### src/rtl/fifo_word_packer.sv
// fifo_word_packer: pops pairs of words from a fifo_flops-style FIFO and
// presents them as one double-width word with a valid/ready handshake.
// A lone half-packed word can be forced out with flush (upper half zeroed,
// out_partial set). Counts consumed words and completed transfers.
// Optional: define PACKER_PARITY_EN to add out_parity (XOR of out_data).
module fifo_word_packer #(
    parameter int width = 16,
    parameter int cnt_w = 16
) (
    input  logic                 clk,
    input  logic                 rst,
    input  logic                 pndng,
    input  logic [width-1:0]     Dout,
    output logic                 pop,
    input  logic                 flush,
    output logic [2*width-1:0]   out_data,
    output logic                 out_valid,
    input  logic                 out_ready,
    output logic                 out_partial,
    output logic [cnt_w-1:0]     words_popped,
    output logic [cnt_w-1:0]     pkts_sent
`ifdef PACKER_PARITY_EN
   ,output logic                 out_parity
`endif
);

    typedef enum logic [1:0] {EMPTY, HALF, HOLD} state_t;

    state_t             state, state_nxt;
    logic [2*width-1:0] data_nxt;
    logic               partial_nxt;
    logic               xfer;

    assign out_valid = (state == HOLD);
    assign xfer      = out_valid && out_ready;

    // State register.
    always_ff @(posedge clk or negedge rst) begin
        if (!rst) state <= EMPTY;
        else      state <= state_nxt;
    end

    // Next state, pop strobe and next packed word. The low half is kept in
    // out_data[width-1:0] while in HALF so no separate holding register is needed.
    always_comb begin
        state_nxt   = state;
        data_nxt    = out_data;
        partial_nxt = out_partial;
        pop         = 1'b0;
        case (state)
            EMPTY: begin
                if (pndng) begin
                    pop         = 1'b1;
                    data_nxt    = {{width{1'b0}}, Dout};
                    partial_nxt = 1'b0;
                    state_nxt   = HALF;
                end
            end
            HALF: begin
                // A waiting word beats flush: a full packet is preferred.
                if (pndng) begin
                    pop         = 1'b1;
                    data_nxt    = {Dout, out_data[width-1:0]};
                    partial_nxt = 1'b0;
                    state_nxt   = HOLD;
                end else if (flush) begin
                    data_nxt    = {{width{1'b0}}, out_data[width-1:0]};
                    partial_nxt = 1'b1;
                    state_nxt   = HOLD;
                end
            end
            HOLD: begin
                if (out_ready) state_nxt = EMPTY;
            end
            default: state_nxt = EMPTY;
        endcase
        // Reset must silence pop immediately, not only after the state clears.
        if (!rst) pop = 1'b0;
    end

    // Packed word and its qualifier; unchanged in HOLD so they stay stable.
    always_ff @(posedge clk or negedge rst) begin
        if (!rst) begin
            out_data    <= '0;
            out_partial <= 1'b0;
        end else begin
            out_data    <= data_nxt;
            out_partial <= partial_nxt;
        end
    end

    // Statistics counters, free-running and wrapping.
    always_ff @(posedge clk or negedge rst) begin
        if (!rst) begin
            words_popped <= '0;
            pkts_sent    <= '0;
        end else begin
            if (pop)  words_popped <= words_popped + 1'b1;
            if (xfer) pkts_sent    <= pkts_sent + 1'b1;
        end
    end

`ifdef PACKER_PARITY_EN
    // Parity registered alongside out_data so it tracks the held word exactly.
    always_ff @(posedge clk or negedge rst) begin
        if (!rst) out_parity <= 1'b0;
        else      out_parity <= ^data_nxt;
    end
`endif

endmodule

### config.mk
export PLATFORM = sky130hd
export DESIGN_NAME = fifo_word_packer
export DESIGN_NICKNAME = d
export VERILOG_FILES = /design/src/rtl/fifo_word_packer.sv
export SDC_FILE = /design/constraint.sdc
export NUM_CORES = 1
export LEC_CHECK = 0
export CORE_MARGIN = 3
export CORE_UTILIZATION = 40
export DETAILED_ROUTE_END_ITERATION = 7
export DONT_BUFFER_PORTS = 1
export HOLD_SLACK_MARGIN = 0.02
export MAX_ROUTING_LAYER = met4
export PLACE_DENSITY = 0.67
export SLEW_MARGIN = 20
export SYNTH_ARGS = -nofsm -noshare
export SYNTH_HDL_FRONTEND = slang
export SYNTH_SLANG_ARGS = --single-unit
### constraint.sdc
create_clock -name clk -period 1.6 [get_ports clk]
set_input_delay 0.48 -clock clk [delete_from_list [all_inputs] [get_ports clk]]
set_output_delay 0.48 -clock clk [all_outputs]
set_load 0.02 [all_outputs]
==> Yosys cells after proc, flatten, opt, wreduce, memory -nomap -nowiden <==
Cells that the tools add are included.
{ "totals": {"reg_bits": 67, "in_bits": 21} }
{ "op_classes": {"addsub": 2, "eq_ne": 5, "mux": 16, "bitwise": 1, "reduce_logical": 7} }
{ "op_table": {"columns": ["cell", "n"], "rows": [
  ["32-bit 2-to-1 mux", 3],
  ["32-bit case mux with 2 select lines", 1],
  ["16-bit by 1-bit adder with 16-bit output (second input constant)", 2],
  ["3-bit AND reduction", 3],
  ["2-bit 2-to-1 mux", 4],
  ["1-bit 2-to-1 mux", 6],
  ["2-bit case mux with 3 select lines", 1],
  ["3-bit inequality test (second input constant)", 1],
  ["2-bit by 1-bit equality test with 1-bit output (second input constant)", 1],
  ["2-bit equality test (second input constant)", 1],
  ["2-bit logical NOT", 1],
  ["2-bit by 1-bit inequality test with 1-bit output (second input constant)", 1],
  ["2-bit inequality test (second input constant)", 1],
  ["1-bit case mux with 2 select lines", 1],
  ["2-bit nonzero test", 1],
  ["2-bit OR reduction", 1],
  ["1-bit logical AND", 1],
  ["1-bit inverter", 1]
]} }

==> Longest topological paths before layout <==
{ "depth": {"word_depth": 4, "ltp_mapped": 5, "mapped_depth_nobuf": 5} }

==> Worst setup path after synthesis <==
Ideal clock, no wire load.
{ "synth_path": {"kind": "register -> register", "startpoint": "reg words_popped[0]", "endpoint": "reg words_popped[12]", "setup_ns": 0.130, "arrival_ns": 1.414, "required_time_ns": 1.470, "slack_ns": 0.056, "path_stages_with_launch": 6, "n_path_buf": 0, "path_cell_list": "dfrtp_1 -> ha_1 -> inv_1 -> nor4_4 -> nand3_1 -> xnor2_1"} }
{ "synth_via": {"elab_chain_cells": 1} }
{ "synth_lines": {"columns": ["item", "line", "text"], "rows": [
  ["start, declared", "20", "output logic [cnt_w-1:0] words_popped,"],
  ["start signal, assigned", "98", "if (pop) words_popped <= words_popped + 1'b1;"],
  ["16-bit by 1-bit adder with 16-bit output", "98", null]
]} }
Every way passes these cells.
A chain may end at the register's enable or synchronous reset.

==> Worst setup path after layout <==
{ "layout_path": {"startpoint": "reg state[1]", "endpoint": "out out_valid"} }
{ "layout_via": {"elab_chain_cells": 1} }
{ "layout_lines": {"columns": ["item", "line", "text"], "rows": [
  ["start, declared", "29", "state_t state, state_nxt;"],
  ["start signal, assigned", "40", "else state <= state_nxt;"],
  ["2-bit equality test", "34", "assign out_valid = (state == HOLD);"],
  ["end, declared", "17", "output logic out_valid,"]
]} }
Every way passes these cells.

==> flow_metrics.tcl <==
set metrics [dict create \
    status "complete, but fails checks" \
    violations "negative hold slack, negative setup slack" \
    overflow 0 \
    drt_iter0_markers 89 \
    die_area_um2 8000 \
    fp.dieW_um 89.4 \
    power.internal_uw 3990 \
    required_ps 1120 \
    syn_area_um2 2790 \
    num_vias 1769 \
    grt.total_usage_pct 15.0 \
    yosys_warnings 0 \
    r2r_slack_ps 80 \
    max_freq_mhz 624 \
    dp.cells 308 \
    p_switching_uw 2240 \
    clk_latency_ps 330 \
    wl_um 5520 \
    ys_types 32 \
    hpwl_um 3900 \
    design_area_um2 3400 \
    detail_route.first_pass.iterations 4 \
    vias_per_cell 5.34 \
    clockRootBuffer "clkbuf_8" \
    grt_pass1_vias 1844 \
    grt_pass1_wl_um 8840 \
    hold_viol 67 \
    yosysSeqAreaShare_pct 60.2 \
    row_count 29 \
    drc_errors 0 \
    grt_max_degree 69 \
    area_growth_pct 22.1 \
    ir_drop_mv 0.936 \
    worstSetupPathType "reg2out" \
    worst-r2r-cell-count 5 \
    whs_ps -163 \
    port_buffers 0 \
    syn_nets 229 \
    post-route-period-util_pct 100 \
    numClockSinks 67 \
    setup.worst_path.end_class "output port" \
    switching_share_pct 35.9 \
    drive_above_1_share_pct 31.9 \
    power_frac_comb_pct 26.8 \
    rsz0062_at_grt "true" \
    nFillCells 558 \
    avgSynthCellArea_um2 13.5 \
    dpl-instance-area_um2 3090 \
    path_max_fanout 5 \
    power_leakage_uw 0.00162 \
    cts.clk_slew.worst_paths_ps 70 \
    finalPower_uw 6230 \
    pwr-share-clk_pct 25.4 \
    initial_core_util_pct 42.6 \
    rr_startpoint "state[1]" \
    setup_viol 1 \
    worst_slack_ps -2.23 \
    power_frac_seq_pct 47.8 \
    antennaDiodeCount 0 \
    drv_slew 0 \
    arrival_ps 1120 \
    place.gp.congestion 0.782 \
    ant_nets 0 \
    die_y_um 89.4 \
    preCtsSetupSlack_ps 85.8 \
    nNetsFinal 272 \
    routedWlPerCell_um 16.7 \
    drv_cap 0 \
    io_pins 88 \
    hold_path.class "in2async" \
    synthCells 206 \
    coreArea_um2 6530 \
    htree_levels 3 \
    ys_ff_latch 67 \
    cts_buffers 9 \
    cts_tree "done" \
    final_cell_count_no_fill 331 \
    period_minus_slack_ps 1600 \
    p_per_area_nw_per_um2 1830 \
    fin_skew_ps 7.66 \
    ctsLongestPathBuffers 2 \
    worst_slew_pin_slew_ps 571 \
    antenna_found_initial 0 \
    relSlewSlack_pct 62.0 \
    critPathLaunchType "flop" \
    reg2reg_to "out_data[5]" \
]
## how the worst max path moves through the flow
stage | start | end
2_1_floorplan | words_popped[0] | words_popped[12]
3_3_place_gp | rst | words_popped[15]
3_5_place_dp | words_popped[1] | words_popped[12]
4_1_cts | state[0] | out_valid
5_1_grt | state[1] | out_valid
6_report | state[1] | out_valid
## registers in the layout (all words and copies together), names as in the netlist
name          flops
pkts_sent        16
state             2
out_partial       1
out_data         32
words_popped     16
## cell type report
class                   instances  area, µm²  area share, %
repair buffers                 37        305           8.98
multi-input cells             130       1070           31.4
flip-flops and latches         67       1680           49.3
clock inverters                 4       72.6           2.13
inverters                       4       26.3          0.773
clock buffers                  12        155           4.56
well taps                      77       96.3           2.83
## worst max-delay path: stages (launching register included)
cell	delay, ps
dfrtp_1	360
buf_6	140
inv_8	40
nor2_4	130
buf_6	130
## per-stage QoR
step / util [%] / hold slack [ps] / setup TNS, ps
2_1_floorplan: - / 184 / 0
3_5_place_dp: 47.2 / 186 / 0
3_3_place_gp: 47.2 / 186 / 0
5_1_grt: 52.0 / -191 / -69.4
4_1_cts: 51.1 / -182 / -55.0
6_report: 52.0 / -163 / -2.23
## placed cells by master (no fill, tap or decap), types with 3 or more instances in the layout
master / Yosys / layout
a22o_1: 16 / 16
and3_1: 4 / 4
buf_4: 1 / 32
buf_6: 0 / 4
clkbuf_8: 1 / 11
dfrtp_1: 67 / 67
mux2_2: 17 / 17
nand2_1: 13 / 13
nand3_1: 16 / 16
nand4_1: 6 / 6
nor2_1: 6 / 5
nor4_1: 3 / 3
nor4_4: 3 / 3
xnor2_1: 20 / 20
xor2_1: 10 / 10
## cell families after synthesis
group,Yosys count,synth area share [%]
adders and majority gates,2,0.898
DFF,67,60.2
AOI/OAI and AO/OA,20,5.97
muxes,18,7.23
buffers and inverters,9,1.75
and+or+nand+nor,60,14.5
xor gates and xnor gates,30,9.43
## power by group through the flow
stage / combinational (µW) / sequential [µW] / clock, µW
4_1_cts: 1580 / 2980 / 1620
3_5_place_dp: 1550 / 3000 / 0
6_report: 1670 / 2980 / 1580
3_3_place_gp: 1500 / 3000 / 0
2_1_floorplan: 862 / 3150 / 0
5_1_grt: 1810 / 3050 / 1710
## synthesized netlist by cell type (all sizes together)
master	instances	area [µm²]
mux2	17	191
nand4b	1	23.8
inv	4	15.0
dfrtp	67	1680
o31ai	1	7.51
xnor2	20	175
and4b	1	11.3
a31oi	1	6.26
nand2	13	48.8
and3	5	32.5
nor2b	1	6.26
nor4	6	82.6
nor3	3	20.0
a22o	16	140
nand3b	1	20.0
nand3	16	80.1
nor2	6	22.5
clkbuf	3	21.3
buf	2	12.5
ha	2	25.0
nor3b	1	18.8
a21o	1	7.51
a21oi	1	5.00
mux2i	1	10.0
nand4	6	37.5
xor2	10	87.6
## per-layer routing
layer / wire length (µm) / global-route usage [%] / vias to the layer above
met5: 0 / - / -
met4: 39 / 6.50 / 0
met3: 516 / 5.81 / 5
met2: 2530 / 20.6 / 64
met1: 2430 / 19.7 / 870
li1: - / - / 830
## repair_timing
| item | in CTS | in global routing |
|---|---|---|
| hold endpoints to repair | 67 | 67 |
| gates resized for setup | 5 | 5 |
| endpoints found under the setup margin | 2 | 8 |
| setup buffers | 1 | 6 |
| cloned | 0 | 0 |
| pin swaps | 0 | 4 |
Power figures use the tool's default switching activity.
